[src/rtl/dtcm_arbiter_if.sv]
// ----------------------------------------------------------------------------
// dtcm_arbiter_if
// Bundles the signals between the data-TCM arbiter, its two requesters (CPU
// load/store port and host loader/debug port) and the single-port DTCM.
//   cpu_*  : CPU request set (req/we/be/addr/wdata in, gnt/rvalid out)
//   host_* : host request set, plus host_lock to keep host priority
//   rdata  : shared read data returned to both requesters
//   mem_*  : DTCM strobe, write enable, byte enables, address, data
//   starve_cnt : current host wait count, exported for tracing
// The slave modport is the arbiter's view; the master modport is the view of
// the logic surrounding it (requesters plus memory).
// ----------------------------------------------------------------------------
interface dtcm_arbiter_if #(
    parameter int AW = 14
);
    logic          cpu_req;
    logic          cpu_we;
    logic [3:0]    cpu_be;
    logic [AW-1:0] cpu_addr;
    logic [31:0]   cpu_wdata;
    logic          cpu_gnt;
    logic          cpu_rvalid;

    logic          host_req;
    logic          host_we;
    logic [3:0]    host_be;
    logic [AW-1:0] host_addr;
    logic [31:0]   host_wdata;
    logic          host_lock;
    logic          host_gnt;
    logic          host_rvalid;

    logic [31:0]   rdata;

    logic          mem_en;
    logic          mem_we;
    logic [3:0]    mem_be;
    logic [AW-1:0] mem_addr;
    logic [31:0]   mem_wdata;
    logic [31:0]   mem_rdata;

    logic [3:0]    starve_cnt;

    modport slave (
        input  cpu_req, cpu_we, cpu_be, cpu_addr, cpu_wdata,
        output cpu_gnt, cpu_rvalid,
        input  host_req, host_we, host_be, host_addr, host_wdata, host_lock,
        output host_gnt, host_rvalid,
        output rdata,
        output mem_en, mem_we, mem_be, mem_addr, mem_wdata,
        input  mem_rdata,
        output starve_cnt
    );

    modport master (
        output cpu_req, cpu_we, cpu_be, cpu_addr, cpu_wdata,
        input  cpu_gnt, cpu_rvalid,
        output host_req, host_we, host_be, host_addr, host_wdata, host_lock,
        input  host_gnt, host_rvalid,
        input  rdata,
        input  mem_en, mem_we, mem_be, mem_addr, mem_wdata,
        output mem_rdata,
        input  starve_cnt
    );
endinterface

[src/rtl/dtcm_arbiter.sv]
// ----------------------------------------------------------------------------
// dtcm_arbiter
// Shares the single-port data TCM between the CPU load/store port and the
// host port. At most one requester is granted per cycle (grant is
// combinational, the access happens that cycle); read data comes back on the
// shared rdata one cycle later, flagged by the issuer's rvalid.
// CPU has default priority. A starvation counter forces the host in after
// STARVE_LIMIT consecutive waiting cycles, and host_lock lets the host keep
// the memory across a burst once it has been granted.
// Ports:
//   clk   : clock, all state on posedge
//   reset : asynchronous, active-low
//   bus   : dtcm_arbiter_if slave modport (requesters, memory, trace)
// AW must match the AW of the connected interface instance.
// ----------------------------------------------------------------------------
module dtcm_arbiter #(
    parameter int AW           = 14,
    parameter int STARVE_LIMIT = 4
) (
    input  logic           clk,
    input  logic           reset,
    dtcm_arbiter_if.slave  bus
);
    typedef enum logic [1:0] {
        PRI_CPU    = 2'd0,
        FORCE_HOST = 2'd1,
        LOCKED     = 2'd2
    } state_t;

    typedef enum logic [1:0] {
        RD_NONE = 2'd0,
        RD_CPU  = 2'd1,
        RD_HOST = 2'd2
    } owner_t;

    localparam logic [3:0] LIMIT = 4'(STARVE_LIMIT);

    state_t        r_state;
    owner_t        r_rd_owner;
    logic [3:0]    r_starve_cnt;

    logic          w_host_pri;
    logic          w_lock_hold;
    logic          w_cpu_gnt;
    logic          w_host_gnt;
    logic [3:0]    w_cnt_nxt;
    owner_t        w_owner_nxt;

    logic          w_mem_we;
    logic [3:0]    w_mem_be;
    logic [AW-1:0] w_mem_addr;
    logic [31:0]   w_mem_wdata;

    // LOCKED only keeps host priority while host_lock is high; the cycle it
    // drops, arbitration and transitions already behave as PRI_CPU.
    assign w_lock_hold = (r_state == LOCKED) && bus.host_lock;
    assign w_host_pri  = (r_state == FORCE_HOST) || w_lock_hold;

    // Grants are gated by reset so nothing reaches the memory while it is low.
    always_comb begin
        w_cpu_gnt  = 1'b0;
        w_host_gnt = 1'b0;
        if (reset) begin
            if (w_host_pri) begin
                w_host_gnt = bus.host_req;
            end else begin
                w_cpu_gnt  = bus.cpu_req;
                w_host_gnt = bus.host_req & ~bus.cpu_req;
            end
        end
    end

    always_comb begin
        if (!bus.host_req || w_host_gnt) begin
            w_cnt_nxt = 4'd0;
        end else if (r_starve_cnt != 4'hF) begin
            w_cnt_nxt = r_starve_cnt + 4'd1;
        end else begin
            w_cnt_nxt = r_starve_cnt;
        end
    end

    always_comb begin
        w_owner_nxt = RD_NONE;
        if (w_cpu_gnt && !bus.cpu_we) begin
            w_owner_nxt = RD_CPU;
        end else if (w_host_gnt && !bus.host_we) begin
            w_owner_nxt = RD_HOST;
        end
    end

    // Memory port steering: the winner drives everything, idle drives zeros.
    always_comb begin
        w_mem_we    = 1'b0;
        w_mem_be    = 4'd0;
        w_mem_addr  = '0;
        w_mem_wdata = 32'd0;
        if (w_cpu_gnt) begin
            w_mem_we    = bus.cpu_we;
            w_mem_be    = bus.cpu_be;
            w_mem_addr  = bus.cpu_addr;
            w_mem_wdata = bus.cpu_wdata;
        end else if (w_host_gnt) begin
            w_mem_we    = bus.host_we;
            w_mem_be    = bus.host_be;
            w_mem_addr  = bus.host_addr;
            w_mem_wdata = bus.host_wdata;
        end
    end

    always_ff @(posedge clk or negedge reset) begin
        if (!reset) begin
            r_state      <= PRI_CPU;
            r_starve_cnt <= 4'd0;
            r_rd_owner   <= RD_NONE;
        end else begin
            r_starve_cnt <= w_cnt_nxt;
            r_rd_owner   <= w_owner_nxt;
            case (r_state)
                FORCE_HOST: begin
                    if (w_host_gnt) begin
                        r_state <= bus.host_lock ? LOCKED : PRI_CPU;
                    end
                end
                PRI_CPU, LOCKED: begin
                    // A locked host with no request simply keeps its priority.
                    if (w_lock_hold || (w_host_gnt && bus.host_lock)) begin
                        r_state <= LOCKED;
                    end else if (w_cnt_nxt >= LIMIT) begin
                        r_state <= FORCE_HOST;
                    end else begin
                        r_state <= PRI_CPU;
                    end
                end
                default: r_state <= PRI_CPU;
            endcase
        end
    end

    assign bus.cpu_gnt     = w_cpu_gnt;
    assign bus.host_gnt    = w_host_gnt;
    assign bus.cpu_rvalid  = (r_rd_owner == RD_CPU);
    assign bus.host_rvalid = (r_rd_owner == RD_HOST);
    assign bus.rdata       = bus.mem_rdata;
    assign bus.mem_en      = w_cpu_gnt | w_host_gnt;
    assign bus.mem_we      = w_mem_we;
    assign bus.mem_be      = w_mem_be;
    assign bus.mem_addr    = w_mem_addr;
    assign bus.mem_wdata   = w_mem_wdata;
    assign bus.starve_cnt  = r_starve_cnt;

endmodule

[src/flat_wrapper.sv]
// flat-port wrapper written by rule: the top's interface ports become plain ports
module dtcm_arbiter_flat 
#(
    parameter int AW           = 14,
    parameter int STARVE_LIMIT = 4
)
  (clk, reset, bus_cpu_req, bus_cpu_we, bus_cpu_be, bus_cpu_addr, bus_cpu_wdata, bus_cpu_gnt, bus_cpu_rvalid, bus_host_req, bus_host_we, bus_host_be, bus_host_addr, bus_host_wdata, bus_host_lock, bus_host_gnt, bus_host_rvalid, bus_rdata, bus_mem_en, bus_mem_we, bus_mem_be, bus_mem_addr, bus_mem_wdata, bus_mem_rdata, bus_starve_cnt);
  dtcm_arbiter_if #(.AW(AW)) bus_i ();
  input  logic clk;
  input  logic reset;
  input wire logic [$bits(bus_i.cpu_req)-1:0] bus_cpu_req;
  input wire logic [$bits(bus_i.cpu_we)-1:0] bus_cpu_we;
  input wire logic [$bits(bus_i.cpu_be)-1:0] bus_cpu_be;
  input wire logic [$bits(bus_i.cpu_addr)-1:0] bus_cpu_addr;
  input wire logic [$bits(bus_i.cpu_wdata)-1:0] bus_cpu_wdata;
  output wire logic [$bits(bus_i.cpu_gnt)-1:0] bus_cpu_gnt;
  output wire logic [$bits(bus_i.cpu_rvalid)-1:0] bus_cpu_rvalid;
  input wire logic [$bits(bus_i.host_req)-1:0] bus_host_req;
  input wire logic [$bits(bus_i.host_we)-1:0] bus_host_we;
  input wire logic [$bits(bus_i.host_be)-1:0] bus_host_be;
  input wire logic [$bits(bus_i.host_addr)-1:0] bus_host_addr;
  input wire logic [$bits(bus_i.host_wdata)-1:0] bus_host_wdata;
  input wire logic [$bits(bus_i.host_lock)-1:0] bus_host_lock;
  output wire logic [$bits(bus_i.host_gnt)-1:0] bus_host_gnt;
  output wire logic [$bits(bus_i.host_rvalid)-1:0] bus_host_rvalid;
  output wire logic [$bits(bus_i.rdata)-1:0] bus_rdata;
  output wire logic [$bits(bus_i.mem_en)-1:0] bus_mem_en;
  output wire logic [$bits(bus_i.mem_we)-1:0] bus_mem_we;
  output wire logic [$bits(bus_i.mem_be)-1:0] bus_mem_be;
  output wire logic [$bits(bus_i.mem_addr)-1:0] bus_mem_addr;
  output wire logic [$bits(bus_i.mem_wdata)-1:0] bus_mem_wdata;
  input wire logic [$bits(bus_i.mem_rdata)-1:0] bus_mem_rdata;
  output wire logic [$bits(bus_i.starve_cnt)-1:0] bus_starve_cnt;
  assign bus_i.cpu_req = bus_cpu_req;
  assign bus_i.cpu_we = bus_cpu_we;
  assign bus_i.cpu_be = bus_cpu_be;
  assign bus_i.cpu_addr = bus_cpu_addr;
  assign bus_i.cpu_wdata = bus_cpu_wdata;
  assign bus_cpu_gnt = bus_i.cpu_gnt;
  assign bus_cpu_rvalid = bus_i.cpu_rvalid;
  assign bus_i.host_req = bus_host_req;
  assign bus_i.host_we = bus_host_we;
  assign bus_i.host_be = bus_host_be;
  assign bus_i.host_addr = bus_host_addr;
  assign bus_i.host_wdata = bus_host_wdata;
  assign bus_i.host_lock = bus_host_lock;
  assign bus_host_gnt = bus_i.host_gnt;
  assign bus_host_rvalid = bus_i.host_rvalid;
  assign bus_rdata = bus_i.rdata;
  assign bus_mem_en = bus_i.mem_en;
  assign bus_mem_we = bus_i.mem_we;
  assign bus_mem_be = bus_i.mem_be;
  assign bus_mem_addr = bus_i.mem_addr;
  assign bus_mem_wdata = bus_i.mem_wdata;
  assign bus_i.mem_rdata = bus_mem_rdata;
  assign bus_starve_cnt = bus_i.starve_cnt;
  dtcm_arbiter #(.AW(AW), .STARVE_LIMIT(STARVE_LIMIT)) u_core (.clk(clk), .reset(reset), .bus(bus_i));
endmodule
[config.mk]
export PLATFORM = sky130hd
export DESIGN_NAME = dtcm_arbiter_flat
export DESIGN_NICKNAME = d
export VERILOG_FILES = /design/src/rtl/dtcm_arbiter_if.sv /design/src/rtl/dtcm_arbiter.sv /design/src/flat_wrapper.sv
export SDC_FILE = /design/constraint.sdc
export NUM_CORES = 1
export LEC_CHECK = 0
export BUFFER_PORTS_ARGS = -buffer_cell sky130_fd_sc_hd__buf_4
export CELL_PAD_IN_SITES_DETAIL_PLACEMENT = 1
export CELL_PAD_IN_SITES_GLOBAL_PLACEMENT = 2
export CORE_ASPECT_RATIO = 1.25
export CORE_MARGIN = 4
export CORE_UTILIZATION = 11
export DETAILED_ROUTE_END_ITERATION = 7
export HOLD_SLACK_MARGIN = 0.03
export PLACE_DENSITY_LB_ADDON = 0.1
export RECOVER_POWER = 25
export SYNTH_ARGS = -nofsm -noshare
export SYNTH_HDL_FRONTEND = slang
export SYNTH_SLANG_ARGS = --single-unit
[constraint.sdc]
create_clock -name clk -period 2.3 [get_ports clk]
set_input_delay 0.23 -clock clk [delete_from_list [all_inputs] [get_ports clk]]
set_output_delay 0.23 -clock clk [all_outputs]
set_load 0.1 [all_outputs]
=== After elaboration in Yosys (flattened, before gate mapping) ===
Index checks and enable logic that the tools add are counted.

* Flip-flop bits (word level): 8
* Logic and storage cells: 47
* Bits of input ports: 139
* Output and inout port bits: 92

* Bitwise logic cells: 3
* Muxes and demuxes: 21
* Add/sub/neg operators: 1
* Reductions and logical operators: 12
* $lt $le $gt $ge: 1
* Eq/ne operators: 6

{| class="wikitable"
|+ Operators with widths
! kind !! number
|-
| 32-bit two-way mux || 2
|-
| 14-bit two-way mux || 2
|-
| 4-bit two-way mux || 4
|-
| 2-bit two-way mux || 5
|-
| 1-bit two-way mux || 7
|-
| 4-bit by 1-bit adder with 4-bit output (second input constant) || 1
|-
| 2-bit by 1-bit equality test with 1-bit output (second input constant) || 2
|-
| 2-bit equality test (second input constant) || 2
|-
| 4-bit by 3-bit >= comparator with 1-bit output (second input constant) || 1
|-
| 1-bit logical AND || 4
|-
| 4-bit inequality test (second input constant) || 1
|-
| 2-bit case mux with 2 select lines || 1
|-
| 1-bit zero test || 3
|-
| 1-bit logical OR || 3
|-
| 2-bit zero test || 1
|-
| 2-bit by 1-bit inequality test with 1-bit output (second input constant) || 1
|-
| 2-bit OR reduction || 1
|-
| 1-bit AND || 1
|-
| 1-bit NOT || 1
|-
| 1-bit bitwise OR || 1
|}

=== Depth between registers and ports, before layout ===
Gate-level depths: netlist of the first run.

* Depth in word-level cells: 11
* Depth in mapped cells: 6
* Mapped depth without buffers: 5

=== Worst setup path after synthesis of the first run ===
OpenSTA, ideal clock, no wires.

* Path type: register to output
* Start point: register u_core.r_state[0]
* End point: output bus_mem_wdata[22]
* Cell stages (with the launch flop): 5
* Path buffers: 1
* Data required time: 2.070 ns
* Arrival: 2.087 ns
* Setup slack: -0.017 ns
* Path through: dfrtp_1 -> nand3b_1 -> a31oi_2 -> buf_4 -> a22o_1

* Word-level cells in the longest chain between the ends: 7
* Elaborated cells on any way between the ends: 10
* Classes of those cells: eq/ne: 2; mux: 6; reduce/logical: 2

{| class="wikitable"
|+ RTL lines
! element !! line !! text
|-
| start, declared || dtcm_arbiter.sv:38 || <nowiki>state_t r_state;</nowiki>
|-
| start signal, assigned || dtcm_arbiter.sv:122 || <nowiki>r_state <= bus.host_lock ? LOCKED : PRI_CPU;</nowiki>
|-
| 2-bit equality test || dtcm_arbiter.sv:56 || <nowiki>assign w_lock_hold = (r_state == LOCKED) && bus.host_lock;</nowiki>
|-
| 1-bit logical AND || dtcm_arbiter.sv:56 ||
|-
| 1-bit logical OR * || dtcm_arbiter.sv:57 || <nowiki>assign w_host_pri = (r_state == FORCE_HOST) || w_lock_hold;</nowiki>
|-
| 1-bit two-way mux * || dtcm_arbiter.sv:64 || <nowiki>if (w_host_pri) begin</nowiki>
|-
| 1-bit two-way mux * || dtcm_arbiter.sv:63 || <nowiki>if (reset) begin</nowiki>
|-
| net bus_host_gnt || flat_wrapper.sv:24 || <nowiki>output wire logic [$bits(bus_i.host_gnt)-1:0] bus_host_gnt;</nowiki>
|-
| 32-bit two-way mux * || dtcm_arbiter.sv:103 || <nowiki>end else if (w_host_gnt) begin</nowiki>
|-
| 32-bit two-way mux * || dtcm_arbiter.sv:98 || <nowiki>if (w_cpu_gnt) begin</nowiki>
|-
| end, declared || flat_wrapper.sv:31 || <nowiki>output wire logic [$bits(bus_i.mem_wdata)-1:0] bus_mem_wdata;</nowiki>
|}

Mark *: on every way through the listed nets, which the timed path passes. The rest lies on a longest branch.

=== Worst setup path in the final report of the first run ===
* Start point: register u_core.r_state[1]
* End point: output bus_mem_wdata[31]

* Word-level cells in the longest chain between the ends: 7
* Elaborated cells on any way between the ends: 10
* Classes of those cells: eq/ne: 2; mux: 6; reduce/logical: 2

{| class="wikitable"
|+ RTL lines
! element !! line
|-
| 2-bit equality test || dtcm_arbiter.sv:56
|-
| 1-bit logical AND || dtcm_arbiter.sv:56
|-
| 1-bit logical OR * || dtcm_arbiter.sv:57
|-
| 1-bit two-way mux || dtcm_arbiter.sv:64
|-
| 1-bit two-way mux || dtcm_arbiter.sv:63
|-
| 32-bit two-way mux || dtcm_arbiter.sv:103
|-
| 32-bit two-way mux * || dtcm_arbiter.sv:98
|}

Every way passes the cells marked *; elsewhere a longest branch is shown, timed or not.

==> out/results.ini, run 1 <==
[power_and_ir_drop]
p_sw_share_pct = 55.12
p_int_uw = 670.3
p_comb_share_pct = 69.6
ir_drop_mv = 0.1924
p_sw_uw = 823.1
seqPwrFrac_pct = 10.6
power-per-cell-area_nw_per_um2 = 602.5
p_leak_nw = 1.297
pwr-share-clk_pct = 19.8

[synth]
synth_area_leaders = a22o_1 (37%), buf_4 (20%), dfrtp_1 (17%)
avgSynthCellArea_um2 = 8.767
synthFlopType = dfrtp_1
synth_area_leader_cell = a22o_1
synth_cells = 138
synth_area_um2 = 1210
synth.most_common_cell = a22o_1
synth_top_cells_by_count = a22o_1 (51), buf_4 (33), dfrtp_1 (8), nor2_1 (6), buf_6 (5)
ys_warn_count = 0
syn_nets = 278
async_flop_share_pct = 100.0
synth_edf_count = 0
ys_types = 26
ys_ff_latch = 8
synth_top_area_share_pct = 36.92
yosysSeqAreaShare_pct = 16.55

[clock_network]
clock_latency_ns = 0.23
clk_pin_slew_worst_paths_ns = 0.04
numCtsBuffers = 3
clockBufferDepth = 2
cts_tree = done
htreeDepth = 1
cts.sinks = 8
cts_setup_buffers = 0
root_buffer = clkbuf_16

[placement]
dp_hpwl_mm = 6.806
gp_congestion = 0.7618
pre_cts_slack_ns = 0.2809
port_buffers = 166

[timing]
rsz0062_at_grt = false
slew_viol_final = 0
post-route-period-util_pct = 94.58
finalClockSkew_ns = 0.0004096
finalHoldViolCount = 0
fmax_mhz = 459.7
worst_slack_ns = 0.1246
fin_hold_ws_ns = 0.1693
finalSetupTns_ns = 0
tightest_slew_ns = 0.4157
slew_headroom_pct = 72.20
finalCriticalPeriod_ns = 2.175
setup_viol = 0

[global_routing]
grt_pass1_wl_mm = 11.01
grt_overflow_total = 0
gr-usage-all-layers_pct = 11.25
antenna_found_initial = 0
grt_max_degree = 42
grt_pass1_vias = 1785

[die]
rows = 42
start_util_pct = 11.34
ioPinCount = 231
die_area_um2 = 12750
chipHeight_um = 125.3
die_x_um = 101.8
core_area_um2 = 10670

[final_layout]
n_antenna_cell = 0
layout.area.seq_um2 = 200.2
multi_input_area_um2 = 688.2
fill_cells = 1282
drive_gt1_share_pct = 69.63
syn2layout_area_growth_pct = 104.9
nets = 412

[hold_path]
worst_hold_path_type = in -> reg

[route]
post-route-drc-count = 0
drt-wirelength-per-cell_um = 19.81
drt_iter0_drc = 16
via_per_inst = 4.172
vias = 1677
wirelength_mm = 7.963
detail-route-antenna-nets = 0
dr.pass1.iters = 4

[worst_setup_path]
endpoint_kind = output port
cp.arrival_ns = 1.95
crit_fanout = 17
required_ns = 2.07
crit_type = reg -> out
cp-start-kind = flop

[job]
maxCapViolations = 0

[run_status]
status = finished clean

-- power by group through the flow --
stage                     Combinational (mW)  Clock [mW]  Sequential [mW]
final                                   1.04       0.295            0.158
after global routing                    1.08       0.311            0.160
after CTS                               1.04       0.302            0.158
after detailed placement                1.04           0            0.160
after global placement                  1.04           0            0.160
after floorplan                        0.966           0            0.183
-- area by class of cell --
class,instances,area share [%]
Inverter,4,0.8077
Clock buffer,3,3.029
Multi-Input combinational cell,84,27.76
Timing Repair Buffer,171,53.66
Tap cell,132,6.663
Sequential cell,8,8.077
-- registers in the layout, summed over array words and instances (netlist names) --
| signal | cells |
|---|---|
| u_core.bus.starve_cnt | 4 |
| u_core.r_state | 2 |
| u_core.r_rd_owner | 2 |
-- layout by cell type, fill, tap and decap left out, drive strengths merged, types with 2 or more instances in the layout --
| cell | Yosys | final |
|---|---|---|
| buf | 42 | 170 |
| nor2 | 6 | 6 |
| inv | 4 | 4 |
| nor2b | 3 | 3 |
| nand2 | 5 | 5 |
| a211oi | 2 | 2 |
| a22o | 51 | 51 |
| nor3 | 2 | 2 |
| clkbuf | 0 | 3 |
| mux2i | 2 | 2 |
| nand2b | 2 | 2 |
| dfrtp | 8 | 8 |
-- cell families after synthesis --
kind of cell | share of synthesized area, %
buffers and inverters | 28.23
muxes | 1.655
AOI/OAI and AO/OA | 42.30
and+or+nand+nor | 9.514
xor gates and xnor gates | 0.7240
adders and majority gates | 1.034
DFF | 16.55
-- worst max-delay path, stage by stage (launching register included) --
cell and delay (ns):
dfrtp_1 0.38, nand2b_1 0.20, and3_4 0.23, nand2_2 0.10, inv_6 0.15, buf_4 0.21
a22o_1 0.15, buf_4 0.29
-- metal layers --
layer	up-vias	part of all wire, %	wire length (µm)	GRT usage (%)
li1	757	-	-	-
met1	766	33	2667	12.18
met2	140	49	3863	19.95
met3	14	16	1309	4.680
met4	0	1.5	123	2.817
met5	-	0	0	0
-- stage by stage --
| stage | power, mW | util (%) | cells | cell area, µm² |
|---|---|---|---|---|
| 2_1_floorplan | 1.149 | - | 138 | 1221 |
| 3_3_place_gp | 1.204 | 22.24 | 398 | 2372 |
| 3_5_place_dp | 1.202 | 22.24 | 398 | 2372 |
| 4_1_cts | 1.505 | 23.04 | 402 | 2457 |
| 5_1_grt | 1.548 | 23.23 | 402 | 2479 |
| 6_report | 1.493 | 23.23 | 402 | 2479 |
-- worst paths after layout --
kind / to / startpoint / slack, ns / depth (start not counted)
setup / recovery: bus_mem_wdata[31] / u_core.r_state[1] / 0.12 / 7
hold / removal: u_core.r_rd_owner[1] / bus_host_we / 0.17 / 2
setup reg to reg: u_core.r_state[0] / u_core.bus.starve_cnt[0] / 0.91 / 5
hold reg to reg: u_core.r_state[0] / u_core.r_state[0] / 0.51 / 1
max in group asynchronous: u_core.r_rd_owner[1] / reset / 1.51 / 2
min in group asynchronous: u_core.r_state[0] / reset / 0.50 / 2
-- repair_timing --
| item | CTS | global route |
|---|---|---|
| gates resized for setup | 0 | 6 |
| endpoints found under the setup margin | 0 | 31 |
| hold endpoints to repair | 8 | 0 |
| hold buffers | 1 | 0 |
Power figures use the tool's default switching activity.
==> run 2, diff against run 1 <==
Settings changed: MAX_ROUTING_LAYER set to met4.
==> run 2 against run 1 <==
Effect of this change:
- cell count unchanged
- clock power is essentially flat
- clock skew barely moved
- global-route usage up 0.32 points
- core utilization is the same
- clock-buffer cell count stayed put
- sequential share of layout area unchanged
- via count rose by 0.12%
- die area did not move
- fmax about the same
- cell area is the same
==> out/results.ini, run 2 (synthesis gave the netlist of run 1 again) <==
[run_status]
status = finished clean

[worst_setup_path]
crit_buf_inv = 3
endpoint = bus_mem_wdata[31]
crit_fanout = 17
crit_type = reg -> out
path_cells = nand2b_1 -> and3_4 -> nand2_2 -> inv_6 -> buf_4 -> a22o_1 -> buf_4
timing.rr.end = u_core.r_state[0]
crit_top_cell = buf_4
r2r_start = u_core.bus.starve_cnt[0]
crit_start = u_core.r_state[1]
required_ns = 2.07
endpoint_kind = output port
r2r.worst_path.cells = 5
cp.arrival_ns = 1.95
critical_path.top_delay_family = buffers and inverters
reg2reg_setup_slack_ns = 0.91
critPathMaxStageDelay_ns = 0.38
cp-start-kind = flop
crit_slowest_cell = dfrtp_1
crit_cells = 7

[timing]
slew_viol_final = 0
finalCriticalPeriod_ns = 2.175
slew_headroom_pct = 71.65
finalClockSkew_ns = 0.0005165
finalSetupTns_ns = 0
setup_viol = 0
post-route-period-util_pct = 94.58
fin_hold_ws_ns = 0.1700
finalHoldViolCount = 0
fmax_mhz = 459.7
rsz0062_at_grt = false
worst_slack_ns = 0.1247
tightest_slew_ns = 0.4239

[die]
chipHeight_um = 125.3
core_area_um2 = 10670
rows = 42
start_util_pct = 11.34
ioPinCount = 231
die_x_um = 101.8
die_area_um2 = 12750

[power_and_ir_drop]
p_leak_nw = 1.297
power-per-cell-area_nw_per_um2 = 602.5
p_total_mw = 1.493
ir_drop_mv = 0.1920

[final_layout]
syn2layout_area_growth_pct = 104.9
n_antenna_cell = 0
final_area_um2 = 2479
nets = 412
drive_gt1_share_pct = 69.63
final_util_pct = 23.23
final_cell_mix = buf_4 (163), a22o_1 (42), a22o_2 (9)
mostFrequentLayoutCell = buf_4
finalNonFillerCells = 402
largest_register_ffs = 4

[clock_network]
clk_pin_slew_worst_paths_ns = 0.04
cts_tree = done
clock_latency_ns = 0.23
cts.sinks = 8
root_buffer = clkbuf_16
numCtsBuffers = 3
cts_setup_buffers = 0
htreeDepth = 1
clockBufferDepth = 2

[placement]
gp_congestion = 0.7719
placed_cells = 398
pre_cts_slack_ns = 0.2809
port_buffers = 166
dp_hpwl_mm = 6.806
dpl-instance-area_um2 = 2372

[route]
vias = 1679
wl_met2_mm = 3.869
wirelength_mm = 7.964
wl_met3_mm = 1.256
drt-wirelength-per-cell_um = 19.81
route.top_layer_used = met4
via_per_inst = 4.177
dr.pass1.iters = 4
drt_iter0_drc = 19
m1WireLength_mm = 2.715
post-route-drc-count = 0
detail-route-antenna-nets = 0

[job]
maxCapViolations = 0

[global_routing]
grt_max_degree = 42
gr-usage-all-layers_pct = 11.57
grt_pass1_wl_mm = 11.00
antenna_found_initial = 0
grt_overflow_total = 0
grt_pass1_vias = 1789

[hold_path]
worst_hold_path_type = in -> reg

[run 2: timing repair]
item                                    CTS  global route
endpoints found under the setup margin    0            31
endpoints found under the hold margin     8             0
gates resized for setup                   0             6
hold buffers                              1             0
[run 2: worst min path at each step]
stage | slack (ns) | cells past startpoint | end | from
after global placement | 0.08 | 1 | u_core.bus.starve_cnt[2] | reset
after detailed placement | 0.08 | 1 | u_core.bus.starve_cnt[2] | reset
after floorplan | -0.07 | 0 | u_core.bus.starve_cnt[0] | reset
after global routing | 0.17 | 2 | u_core.r_rd_owner[1] | bus_host_we
after CTS | 0.17 | 2 | u_core.r_rd_owner[0] | bus_cpu_we
final | 0.17 | 2 | u_core.r_rd_owner[1] | bus_host_we
[run 2: worst reg2reg max path: stages (launching register included)]
cell     delay, ns
dfrtp_1       0.44
ha_1          0.26
and2_1        0.19
a21oi_1       0.16
nor2_1        0.06
o41ai_2       0.18
[run 2: per-layer routing]
metal | GRT usage [%] | vias up
met1 | 12.38 | 768
met2 | 19.95 | 140
met5 | - | -
met3 | 4.345 | 14
met4 | 2.817 | 0
li1 | - | 757
[run 2: power breakdown]
| group | total (mW) | switching, mW | internal [mW] |
|---|---|---|---|
| clock | 0.296 | 0.0712 | 0.224 |
| combinational | 1.04 | 0.743 | 0.297 |
| sequential | 0.158 | 0.00880 | 0.149 |
| total | 1.49 | 0.823 | 0.670 |
[run 2: cell type report]
type | count | area, µm²
repair buffers | 171 | 1330
inverters | 4 | 20.02
multi-input cells | 84 | 688.2
flip-flops and latches | 8 | 200.2
clock buffers | 3 | 75.07
well taps | 132 | 165.2
fillers | 1282 | 8189
==> run 3, diff against run 2 <==
Settings changed: CELL_PAD_IN_SITES_GLOBAL_PLACEMENT 2 to 1, CORE_UTILIZATION 11 to 16.
==> run 3 against run 2 <==
Effect of this change:
- critical path depth stayed put
- largest cell class unchanged
- setup slack worse by 0.0082 ns
- via count decreased by 2.0%
- highest routed layer unchanged
==> out/results.ini, run 3 (synthesis gave the netlist of run 1 again) <==
[run_status]
status = finished clean

[route]
vias = 1645
dr.pass1.iters = 4
detail-route-antenna-nets = 0
drt-wirelength-per-cell_um = 18.62
via_per_inst = 4.544
drt_iter0_drc = 28
post-route-drc-count = 0
wirelength_mm = 6.742

[worst_setup_path]
path_cells = nand2b_1 -> and3_4 -> nand2_2 -> inv_4 -> buf_12 -> a22o_1 -> buf_4
critPathMaxStageDelay_ns = 0.39
cp.arrival_ns = 1.95
crit_type = reg -> out
required_ns = 2.07
crit_fanout = 32
endpoint_kind = output port
crit_slowest_cell = dfrtp_1
cp-start-kind = flop

[global_routing]
grt_max_degree = 46
gr-usage-all-layers_pct = 13.39
antenna_found_initial = 0
grt_pass1_vias = 1671
grt_pass1_wl_mm = 9.384
grt_overflow_total = 0

[clock_network]
cts.sinks = 8
cts_tree = done
numCtsBuffers = 3
clock_latency_ns = 0.22
clk_pin_slew_worst_paths_ns = 0.04
root_buffer = clkbuf_8
clockBufferDepth = 2
htreeDepth = 1

[timing]
finalClockSkew_ns = 0.001658
slew_viol_final = 0
rsz0062_at_grt = false
slew_headroom_pct = 73.59
post-route-period-util_pct = 94.93
finalHoldViolCount = 0
finalCriticalPeriod_ns = 2.183
tightest_slew_ns = 0.3948
finalSetupTns_ns = 0
worst_slack_ns = 0.1165
fmax_mhz = 458.0
setup_viol = 0

[die]
start_util_pct = 16.45
die_x_um = 85.78
rows = 35
ioPinCount = 231
die_area_um2 = 9026
core_area_um2 = 7357
chipHeight_um = 105.2

[final_layout]
n_antenna_cell = 0
syn2layout_area_growth_pct = 99.59
fill_cells = 899
finalNonFillerCells = 362
drive_gt1_share_pct = 69.63
largest_register_ffs = 4
nets = 412
mostFrequentLayoutCell = buf_4
final_cell_mix = buf_4 (157), a22o_1 (42), buf_6 (11)

[placement]
gp_congestion = 0.7267
port_buffers = 166
placed_cells = 358
dp_hpwl_mm = 5.672
pre_cts_slack_ns = 0.2806

[job]
maxCapViolations = 0

[power_and_ir_drop]
ir_drop_mv = 0.3211
p_total_mw = 1.355
power-per-cell-area_nw_per_um2 = 561.3
p_leak_nw = 1.288

[hold_path]
worst_hold_path_type = in -> reg

## run 3: cell counts in the layout (fill, tap and decap cells not counted)
Identical to the previous run, type by type.
## run 3: cell type report
type                            instances  area (µm²)  share of cell area, %
Inverter                                4       17.52                 0.7254
Clock buffer                            3       41.29                  1.710
Timing Repair Buffer                  171        1353                  56.01
Sequential cell                         8       200.2                  8.290
Tap cell                               92       115.1                  4.767
Multi-Input combinational cell         84       688.2                  28.50
## run 3: worst paths after layout
check / from / endpoint / slack (ns) / depth (start not counted)
hold reg to reg: u_core.r_state[0] / u_core.r_state[0] / 0.51 / 1
setup reg to reg: u_core.bus.starve_cnt[0] / u_core.r_state[0] / 0.92 / 5
setup / recovery: u_core.r_state[1] / bus_mem_wdata[31] / 0.12 / 7
min in group asynchronous: reset / u_core.bus.starve_cnt[0] / 0.50 / 2
max in group asynchronous: reset / u_core.r_state[1] / 1.52 / 2
hold / removal: bus_cpu_we / u_core.r_rd_owner[0] / 0.16 / 2
## run 3: metrics by stage
stage	instance area, µm²	hold slack [ns]	utilization (%)
floorplan	1221	-0.06559	-
global placement	2322	0.07216	31.56
detailed placement	2322	0.07324	31.56
CTS	2374	0.1596	32.26
global route	2415	0.1627	32.82
finish	2415	0.1639	32.82
## run 3: where the power goes
group	switching, mW	total [mW]	internal [mW]
Clock	0.0517	0.165	0.113
Combinational	0.732	1.03	0.302
Sequential	0.00819	0.157	0.149
Total	0.792	1.36	0.564
## run 3: metal layers
metal  vias to the layer above  GRT usage (%)  share of wire, %  wire [µm]
li1                        759              -                 -          -
met1                       754          13.60                32       2176
met2                       124          25.72                55       3737
met3                         8          3.675                11        752
met4                         0          1.810               1.1         75
met5                         -              -                 0          0
## run 3: what timing repair did
action | in CTS | in global routing
setup endpoints to repair | 0 | 11
hold buffers | 1 | 0
gates resized for setup | 0 | 11
buffers inserted | 0 | 0
endpoints found under the hold margin | 8 | 0
## run 3: critical path, delay by kind of cell, from the launching register on
kind / cells / cell delay (ns)
buf+inv: 3 / 0.65
compound gates: 1 / 0.15
flops: 1 / 0.39
simple gates: 3 / 0.53
